==> src/rtl/load_store_unit.sv <==
// Byte/halfword/word load-store unit in front of a word-wide data memory.
// Sub-word stores are done as read-modify-write; the memory is big-endian.
module load_store_unit #(
  parameter int ADDR_W = 10
) (
  input  logic              clk,
  input  logic              rst,
  input  logic              start,
  input  logic [2:0]        op,
  input  logic [ADDR_W+1:0] addr,
  input  logic [31:0]       wdata,
  output logic [31:0]       rdata,
  output logic              done,
  output logic              busy,
  output logic              err,
  output logic [ADDR_W-1:0] mem_address,
  output logic [31:0]       mem_dataIn,
  output logic              mem_we,
  input  logic [31:0]       mem_dataOut
);

  localparam logic [2:0] OP_LB  = 3'b000;
  localparam logic [2:0] OP_LH  = 3'b001;
  localparam logic [2:0] OP_LW  = 3'b010;
  localparam logic [2:0] OP_SW  = 3'b011;
  localparam logic [2:0] OP_LBU = 3'b100;
  localparam logic [2:0] OP_LHU = 3'b101;
  localparam logic [2:0] OP_SB  = 3'b110;
  localparam logic [2:0] OP_SH  = 3'b111;

  typedef enum logic [2:0] {IDLE, RD_WAIT, RD_DATA, WR, DONE} state_t;

  state_t      state;
  logic [2:0]  op_q;
  logic [1:0]  off_q;
  logic [15:0] wdata_q;
  logic        misaligned;
  logic [7:0]  byte_sel;
  logic [15:0] half_sel;
  logic [31:0] load_val;
  logic [31:0] merged;

  assign busy = (state != IDLE);

  always_comb begin
    misaligned = 1'b0;
    case (op)
      OP_LH, OP_LHU, OP_SH: misaligned = addr[0];
      OP_LW, OP_SW:         misaligned = (addr[1:0] != 2'b00);
      default:              misaligned = 1'b0;
    endcase
  end

  // Offset 0 is the most significant byte of the word.
  always_comb begin
    byte_sel = 8'h00;
    case (off_q)
      2'd0: byte_sel = mem_dataOut[31:24];
      2'd1: byte_sel = mem_dataOut[23:16];
      2'd2: byte_sel = mem_dataOut[15:8];
      2'd3: byte_sel = mem_dataOut[7:0];
      default: byte_sel = 8'h00;
    endcase
    half_sel = off_q[1] ? mem_dataOut[15:0] : mem_dataOut[31:16];

    load_val = mem_dataOut;
    case (op_q)
      OP_LB:   load_val = {{24{byte_sel[7]}}, byte_sel};
      OP_LH:   load_val = {{16{half_sel[15]}}, half_sel};
      OP_LBU:  load_val = {24'h000000, byte_sel};
      OP_LHU:  load_val = {16'h0000, half_sel};
      default: load_val = mem_dataOut;
    endcase

    merged = mem_dataOut;
    if (op_q == OP_SH) begin
      if (off_q[1]) merged[15:0]  = wdata_q;
      else          merged[31:16] = wdata_q;
    end else begin
      case (off_q)
        2'd0: merged[31:24] = wdata_q[7:0];
        2'd1: merged[23:16] = wdata_q[7:0];
        2'd2: merged[15:8]  = wdata_q[7:0];
        2'd3: merged[7:0]   = wdata_q[7:0];
        default: merged = mem_dataOut;
      endcase
    end
  end

  // done and mem_we are single-cycle pulses, cleared by default every cycle.
  always_ff @(posedge clk or posedge rst) begin
    if (rst) begin
      state       <= IDLE;
      op_q        <= 3'b000;
      off_q       <= 2'b00;
      wdata_q     <= 16'h0000;
      rdata       <= 32'h0;
      done        <= 1'b0;
      err         <= 1'b0;
      mem_address <= '0;
      mem_dataIn  <= 32'h0;
      mem_we      <= 1'b0;
    end else begin
      done   <= 1'b0;
      mem_we <= 1'b0;
      case (state)
        IDLE: begin
          if (start) begin
            mem_address <= addr[ADDR_W+1:2];
            off_q       <= addr[1:0];
            op_q        <= op;
            wdata_q     <= wdata[15:0];
            err         <= misaligned;
            if (misaligned) begin
              state <= DONE;
              done  <= 1'b1;
            end else if (op == OP_SW) begin
              state      <= WR;
              mem_we     <= 1'b1;
              mem_dataIn <= wdata;
            end else begin
              state <= RD_WAIT;
            end
          end
        end
        RD_WAIT: state <= RD_DATA;
        RD_DATA: begin
          if (op_q == OP_SB || op_q == OP_SH) begin
            state      <= WR;
            mem_we     <= 1'b1;
            mem_dataIn <= merged;
          end else begin
            rdata <= load_val;
            state <= DONE;
            done  <= 1'b1;
          end
        end
        WR: begin
          state <= DONE;
          done  <= 1'b1;
        end
        DONE:    state <= IDLE;
        default: state <= IDLE;
      endcase
    end
  end

endmodule

==> config.mk <==
export PLATFORM = sky130hd
export DESIGN_NAME = load_store_unit
export DESIGN_NICKNAME = d
export VERILOG_FILES = /design/src/rtl/load_store_unit.sv
export SDC_FILE = /design/constraint.sdc
export NUM_CORES = 1
export LEC_CHECK = 0
export ABC_AREA = 1
export CAP_MARGIN = 5
export CORE_ASPECT_RATIO = 0.5
export CORE_MARGIN = 10
export CORE_UTILIZATION = 41
export CTS_CLUSTER_SIZE = 8
export DETAILED_ROUTE_END_ITERATION = 10
export PLACE_DENSITY_LB_ADDON = 0.25
export SLEW_MARGIN = 15
export SYNTH_ARGS = -nofsm -noshare
export SYNTH_HDL_FRONTEND = slang
export SYNTH_SLANG_ARGS = --single-unit
==> constraint.sdc <==
create_clock -name clk -period 7.4 [get_ports clk]
set_input_delay 2.22 -clock clk [delete_from_list [all_inputs] [get_ports clk]]
set_output_delay 2.22 -clock clk [all_outputs]
set_load 0.02 [all_outputs]
==> results.md <==
- RSZ-0062 raised after global routing: false
- Status: complete, no violations
- Timing-limited maximum frequency: between 200 and 250 MHz
- Endpoints failing setup: 0
- Hold Violations, Final: 0
- Starting DRC count in detailed routing: 676
- Critical Path Start Type: input pin
- Number of rows created at floorplan: 31
- Worst slew margin relative to its limit: 32.1%
- Count of H-tree levels built during CTS: 3
- Worst Path Class, Setup: input pin to flop
- Initial antenna violation count: 0
- CTS root buffer: sky130_fd_sc_hd__clkbuf_16
- Clk pin slew, worst setup/hold paths: ~0.080 ns
- Number of nets still failing antenna checks after routing: 0
- Drc violations: 0
- Maximum buffer depth of the clock tree: 2
- Layout overhead on the synthesized area: 31.1%
- Diodes inserted: 0
- Via count of the first global-routing pass: 6142
- CTS tree: built
- Ratio of total power to cell area: 424 mW/mm^2
- Sequential cell area: 0.00253 mm^2
- Dominant cells by area after synthesis: sky130_fd_sc_hd__dfrtp_1 41%, sky130_fd_sc_hd__nand2_1 27%, sky130_fd_sc_hd__nand3_1 14%
- Worst clock skew: between 0.007 and 0.008 ns
- Least-Margin Pin Slew: 1.02 ns
- Maximum fanout count along the critical path: 24
- Number of buffer cells added on primary ports: ~160
- Total overflow reported by the global router: 0
- Crit-path max cell delay: 0.80 ns
- GP Congestion: 0.909
- Area of the multi-input gates: 0.00309 mm^2
- Final Instance Count excl. Fillers: 1268
- Worst-Skew Late Latency: 0.35 ns
- Type of destination of the critical path: flop
- Number of cells upsized or downsized after cts: 0
- Register bit count reported by yosys: 101
- Vias per inst: between 5 and 6
- Wire length of the first global-routing pass: 34600 um
- Count of hold-fix buffers inserted at cts: 0
- Total via count in the routed design: 6612
- Maximum resistive drop on vdd: 195 uV
- Wire length after detailed routing: between 20000 and 25000 um
- LEAKAGE: 4.16 nW
- Die Width: 193 um
- CP required: roughly 7.7 ns
- Proportion of synthesized chip area in sequential cells: between 40% and 50%
- Initial DRT Pass Iterations: 6
- Clock buffers created by TritonCTS: 9
- HPWL after detailed placement: 15600 um
- Synth Warn #: 0
- Routed length per placed instance: 17.2 um
- Syn Nets: 1027
- Cell-by-cell listing of the critical path: clkdlybuf4s50_1 -> nand2_1 -> nand3_1 -> nand4_1 -> nand3_1 -> nand2_1 -> inv_1
- Die outline height: 106 um
- Final period utilization: a little under three fifths
- Fraction of layout instances using a drive strength above 1: 5.05%
- DIE AREA: 0.0205 mm^2
- Final TNS setup: 0 ns
- Initial core utilization: 42.0%
- Area share of the leading cell type in the synthesized netlist: between 40 and 50%
- Post-Syn Area: 0.00611 mm^2
- Cell type contributing the most total cell area after synthesis: sky130_fd_sc_hd__dfrtp_1
- Final number of max-transition violations: 0
- Postcts setup bufs: 0
- Number of top-level design ports: 160
- Gate count after technology mapping: 945
- Core Footprint: approximately 0.015 mm^2
- Pin count of the biggest net entering global routing: about 70
- Count of filler cells inserted in the layout: approximately 1.4k
- Crit path time final: 4.10 ns
- Clock Sinks: 101
- Syn_area_per_cell: 6.47 um^2
- Number of max-cap violations: 0
- Placed cells: roughly 1.3k
- Post-layout nets: 1147
- Synth cell types: 22
- Critical-path cell with the highest stage delay: sky130_fd_sc_hd__nand4_1
- Data arrival at the endpoint of the critical path: 4.39 ns
- Class of the tightest hold or removal check: flop to flop
- All-layer global routing usage: 21.0%
metrics by stage:
step	area [um^2]	hold slack (ns)	total power, mW	setup WS (ns)	util [%]
2_1_floorplan	6110	0.464	2.20	2.53	-
3_3_place_gp	7730	0.453	2.90	2.95	53.1
3_5_place_dp	7730	0.460	2.93	2.94	53.1
4_1_cts	8020	0.480	3.41	3.30	55.1
5_1_grt	8020	0.506	3.67	3.11	55.1
6_report	8020	0.479	3.40	3.30	55.1
cell type report:
type	instances	area share, %
multi-input cells	729	38.6
flip-flops and latches	101	31.5
repair buffers	165	20.4
well taps	198	3.09
clock buffers	9	2.81
inverters	59	2.79
clock inverters	7	0.780
sequential cells by signal (all words and copies together) (netlist names):
signal and flops:
rdata 32, mem_dataIn 32, mem_address 10, done 1, mem_we 1, off_q 2, op_q 3, wdata_q 16
state 3, err 1
cells in the mapped netlist:
cell type,count
sky130_fd_sc_hd__o21ai_2,1
sky130_fd_sc_hd__inv_2,5
sky130_fd_sc_hd__o21ai_1,6
sky130_fd_sc_hd__inv_1,54
sky130_fd_sc_hd__clkbuf_1,24
sky130_fd_sc_hd__nor3_1,8
sky130_fd_sc_hd__nor2_1,42
sky130_fd_sc_hd__buf_4,9
sky130_fd_sc_hd__a21oi_1,18
sky130_fd_sc_hd__nand3_1,176
sky130_fd_sc_hd__a21oi_2,1
sky130_fd_sc_hd__nand2_2,2
sky130_fd_sc_hd__or2_2,16
sky130_fd_sc_hd__dfrtp_1,101
sky130_fd_sc_hd__nand3_2,1
sky130_fd_sc_hd__nand2_1,441
sky130_fd_sc_hd__nor2_2,3
sky130_fd_sc_hd__nor2_4,1
sky130_fd_sc_hd__nand4_1,2
sky130_fd_sc_hd__or2_1,1
sky130_fd_sc_hd__o21ai_0,10
sky130_fd_sc_hd__buf_2,23
path summary, 6_finish.rpt:
path                                                  from                          to  slack, ns  cells after the start
min in group asynchronous                              rst  mem_address[3]$_DFFE_PP0P_       2.35                      2
max in group asynchronous                              rst        off_q[1]$_DFFE_PP0P_       3.98                      3
worst min register to register  mem_address[5]$_DFFE_PP0P_  mem_address[5]$_DFFE_PP0P_       0.48                      2
worst max-delay path                       mem_dataOut[15]       rdata[18]$_DFFE_PP0P_       3.30                      7
worst min-delay path            mem_address[5]$_DFFE_PP0P_  mem_address[5]$_DFFE_PP0P_       0.48                      2
worst max register to register        state[2]$_DFFE_PP0P_  mem_dataIn[15]$_DFFE_PP0P_       3.74                      7
critical path: cells and delay by family:
| kind | cells | cell delay [ns] |
|---|---|---|
| simple gates | 5 | 1.48 |
| buf+inv | 2 | 0.69 |
cell usage in the layout (no fill, tap or decap):
cell / netlist / layout
sky130_fd_sc_hd__a21oi_1: 18 / 18
sky130_fd_sc_hd__a21oi_2: 1 / 1
sky130_fd_sc_hd__buf_4: 9 / 6
sky130_fd_sc_hd__clkbuf_16: 0 / 9
sky130_fd_sc_hd__clkdlybuf4s50_1: 0 / 159
sky130_fd_sc_hd__clkinv_2: 0 / 1
sky130_fd_sc_hd__clkinv_4: 0 / 1
sky130_fd_sc_hd__dfrtp_1: 101 / 100
sky130_fd_sc_hd__dfrtp_2: 0 / 1
sky130_fd_sc_hd__inv_1: 54 / 53
sky130_fd_sc_hd__inv_2: 5 / 5
sky130_fd_sc_hd__inv_4: 0 / 1
sky130_fd_sc_hd__inv_6: 0 / 3
sky130_fd_sc_hd__inv_8: 0 / 2
sky130_fd_sc_hd__nand2_1: 441 / 441
sky130_fd_sc_hd__nand2_2: 2 / 2
sky130_fd_sc_hd__nand3_1: 176 / 176
sky130_fd_sc_hd__nand3_2: 1 / 1
sky130_fd_sc_hd__nand4_1: 2 / 2
sky130_fd_sc_hd__nor2_1: 42 / 42
sky130_fd_sc_hd__nor2_2: 3 / 3
sky130_fd_sc_hd__nor2_4: 1 / 1
sky130_fd_sc_hd__nor3_1: 8 / 8
sky130_fd_sc_hd__o21ai_0: 10 / 10
sky130_fd_sc_hd__o21ai_1: 6 / 6
sky130_fd_sc_hd__o21ai_2: 1 / 1
sky130_fd_sc_hd__or2_1: 1 / 1
sky130_fd_sc_hd__or2_2: 16 / 16
layer usage:
| metal | GRT usage (%) | share of wire [%] | wire length [um] |
|---|---|---|---|
| met1 | 30.3 | 46 | 9940 |
| met2 | 30.5 | 43 | 9360 |
| met3 | 5.38 | 10 | 2210 |
| met4 | 4.73 | 1.3 | 278 |
| met5 | 0 | 0 | 0 |
cells by family after synthesis:
family                 share of synthesized area [%]
flip-flops                                      41.3
AO/OA/AOI/OAI                                   3.07
buffers and inverters                           8.08
AND/OR/NAND/NOR                                 47.5
report_power, final:
part | switching, mW | internal (mW)
clock | 0.235 | 0.237
combinational | 1.12 | 0.744
sequential | 0.248 | 0.810
total | 1.61 | 1.79
Note: power is estimated with default switching activity, not from simulation.
==> variant (same settings) <==
Make the reset (`rst`) synchronous in one clocked block.
--- a/src/rtl/load_store_unit.sv
+++ b/src/rtl/load_store_unit.sv
@@ -89,5 +89,5 @@
 
   // done and mem_we are single-cycle pulses, cleared by default every cycle.
-  always_ff @(posedge clk or posedge rst) begin
+  always_ff @(posedge clk) begin
     if (rst) begin
       state       <= IDLE;
Check against the original RTL: differs if rst is asserted again (counterexample within 4 cycles, from zero or initial values and one cycle with rst high); with rst held inactive, the same outputs for 4 cycles.
==> variant against the original RTL <==
- synthesized cell count shrank 9.2%
- wire length shrank 7.9%
- register-to-register slack gained 640 ps
- critical endpoint is now mem_dataIn[5]
- worst setup slack worse by 790 ps
- final area is 8.4% lower
- synthesized area is 10% lower
- sequential cell count did not move
Power is not compared: it rests on default switching activity, and its combinational part moved more than twofold at a synthesized area within 25%.
==> variant: results <==
[clock_tree]
clock_latency_ps = 350
cts_max_level = 3
post_cts_buffers = 0
cts.clk_slew.worst_paths_ps = 70
cts.path.max_buffers = 2
post_cts_resized = 0
cts_root_buffer = "clkbuf_16"
cts_buffers = 9

[critical_path]
rrSetupSlack_ps = 4380
crit_arrival_ps = 5130
critical_path_peak_fanout = 52

[place]
gp_congestion = 0.925
dp_hpwl_mm = 14.7
port_buffers = 159
place_area_mm2 = 0.00704

[grt]
grt_antenna_before_repair = 0
grtUsageTotal = 0.209
use_met1 = 0.278
grt_pass1_vias = 5744
grt_start_max_net_pins = 82
met2_usage = 0.314
grt_pass1_wl_mm = 31.4
grt_use_met3 = 0.0768

[final_layout]
num_antenna_cells = 0
biggestRegsByFlops = "mem_dataIn: 32 flops, rdata: 32 flops, wdata_q: 16 flops"
fill_cells = 1300
drive_gt1_frac = 0.0368
finalNetCount = 1054

[routing]
drtIter0Drc = 692
wl_met2_mm = 8.46
route.met3.wl_mm = 2.12
dr.pass1.iters = 5
m1WireLength_mm = 9.22
routedWlPerCell_um = 17.5
vias = 6153

[synthesis]
synthTopCellsByCount = "o21ai_0 (211), nand2_1 (163), nor2_1 (124)"
yosys_warnings = 0
synth_area_leaders = "dfxtp_1 (37%), o21ai_0 (19%), nand2_1 (11%), nor2_1 (8.5%), a21oi_1 (4.6%)"
ys_types = 24
synth_seq_area_share = 0.369
async_flop_share = 0
synth_ff_type = "dfxtp_1"
syn-num-nets = 940

[power]
p_leak_uw = 0.00301
vdd_drop_max_mv = 0.101
cellInternalPower_uw = 1000

[run]
maxCapViolCount = 0

[timing]
finClkSkew_ps = 10.0
tightest_slew_ps = 1020
timing.hold.ws_ps = 471

[worst_hold_path]
min-delay-path-class = "flip-flop to flip-flop"

[outcome]
status = "finished clean"
==> variant: changes by cell type in the layout (fill, tap and decap cells not counted), moves of 17 or more <==
cell and change:
a21oi_1 +32, dfrtp_1 -100, dfxtp_1 +100, nand2_1 -278, nand3_1 -163, nor2_1 +81, o211ai_1 +17, o21ai_0 +201
o21bai_1 +17
==> variant: kinds of logic after synthesis <==
group                  share of synthesized area
DFF                                        0.369
and+or+nand+nor                            0.234
buffers and inverters                     0.0951
AOI/OAI and AO/OA                          0.301
==> variant: through the flow <==
stage                     cells  setup slack (ps)   util
after floorplan             858              4170      -
after global placement     1131              2290  0.548
after detailed placement   1131              2140  0.548
after CTS                  1147              2480  0.572
after global routing       1147              2160  0.572
final                      1147              2510  0.572
==> variant: power by group through the flow <==
stage	registers, uW	clock network [uW]	logic (uW)
after floorplan	634	0	217
after global placement	620	0	387
after detailed placement	620	0	389
after CTS	609	494	392
after global routing	614	513	444
final	610	491	398
==> variant: area by class of cell <==
| cell class | count | share of cell area |
|---|---|---|
| clock buffers | 11 | 0.0330 |
| clock inverters | 5 | 0.00818 |
| inverters | 67 | 0.0342 |
| multi-input cells | 630 | 0.399 |
| flip-flops and latches | 101 | 0.275 |
| well taps | 170 | 0.0290 |
| repair buffers | 163 | 0.221 |
==> variant: final timing paths <==
kind / from / to / cells after the start
worst max register to register: state[2] / mem_dataIn[5] / 8
worst min register to register: rdata[7] / rdata[7] / 2
worst max-delay path: start / mem_dataIn[5] / 8
worst min-delay path: rdata[7] / rdata[7] / 2
==> variant: worst max-delay path, stage by stage <==
cell             delay, ps
clkdlybuf4s50_1        480
inv_1                   70
nor2_4                 250
inv_2                  380
o21ai_4                710
inv_1                  650
nor2_1                 270
nor2_1                  70
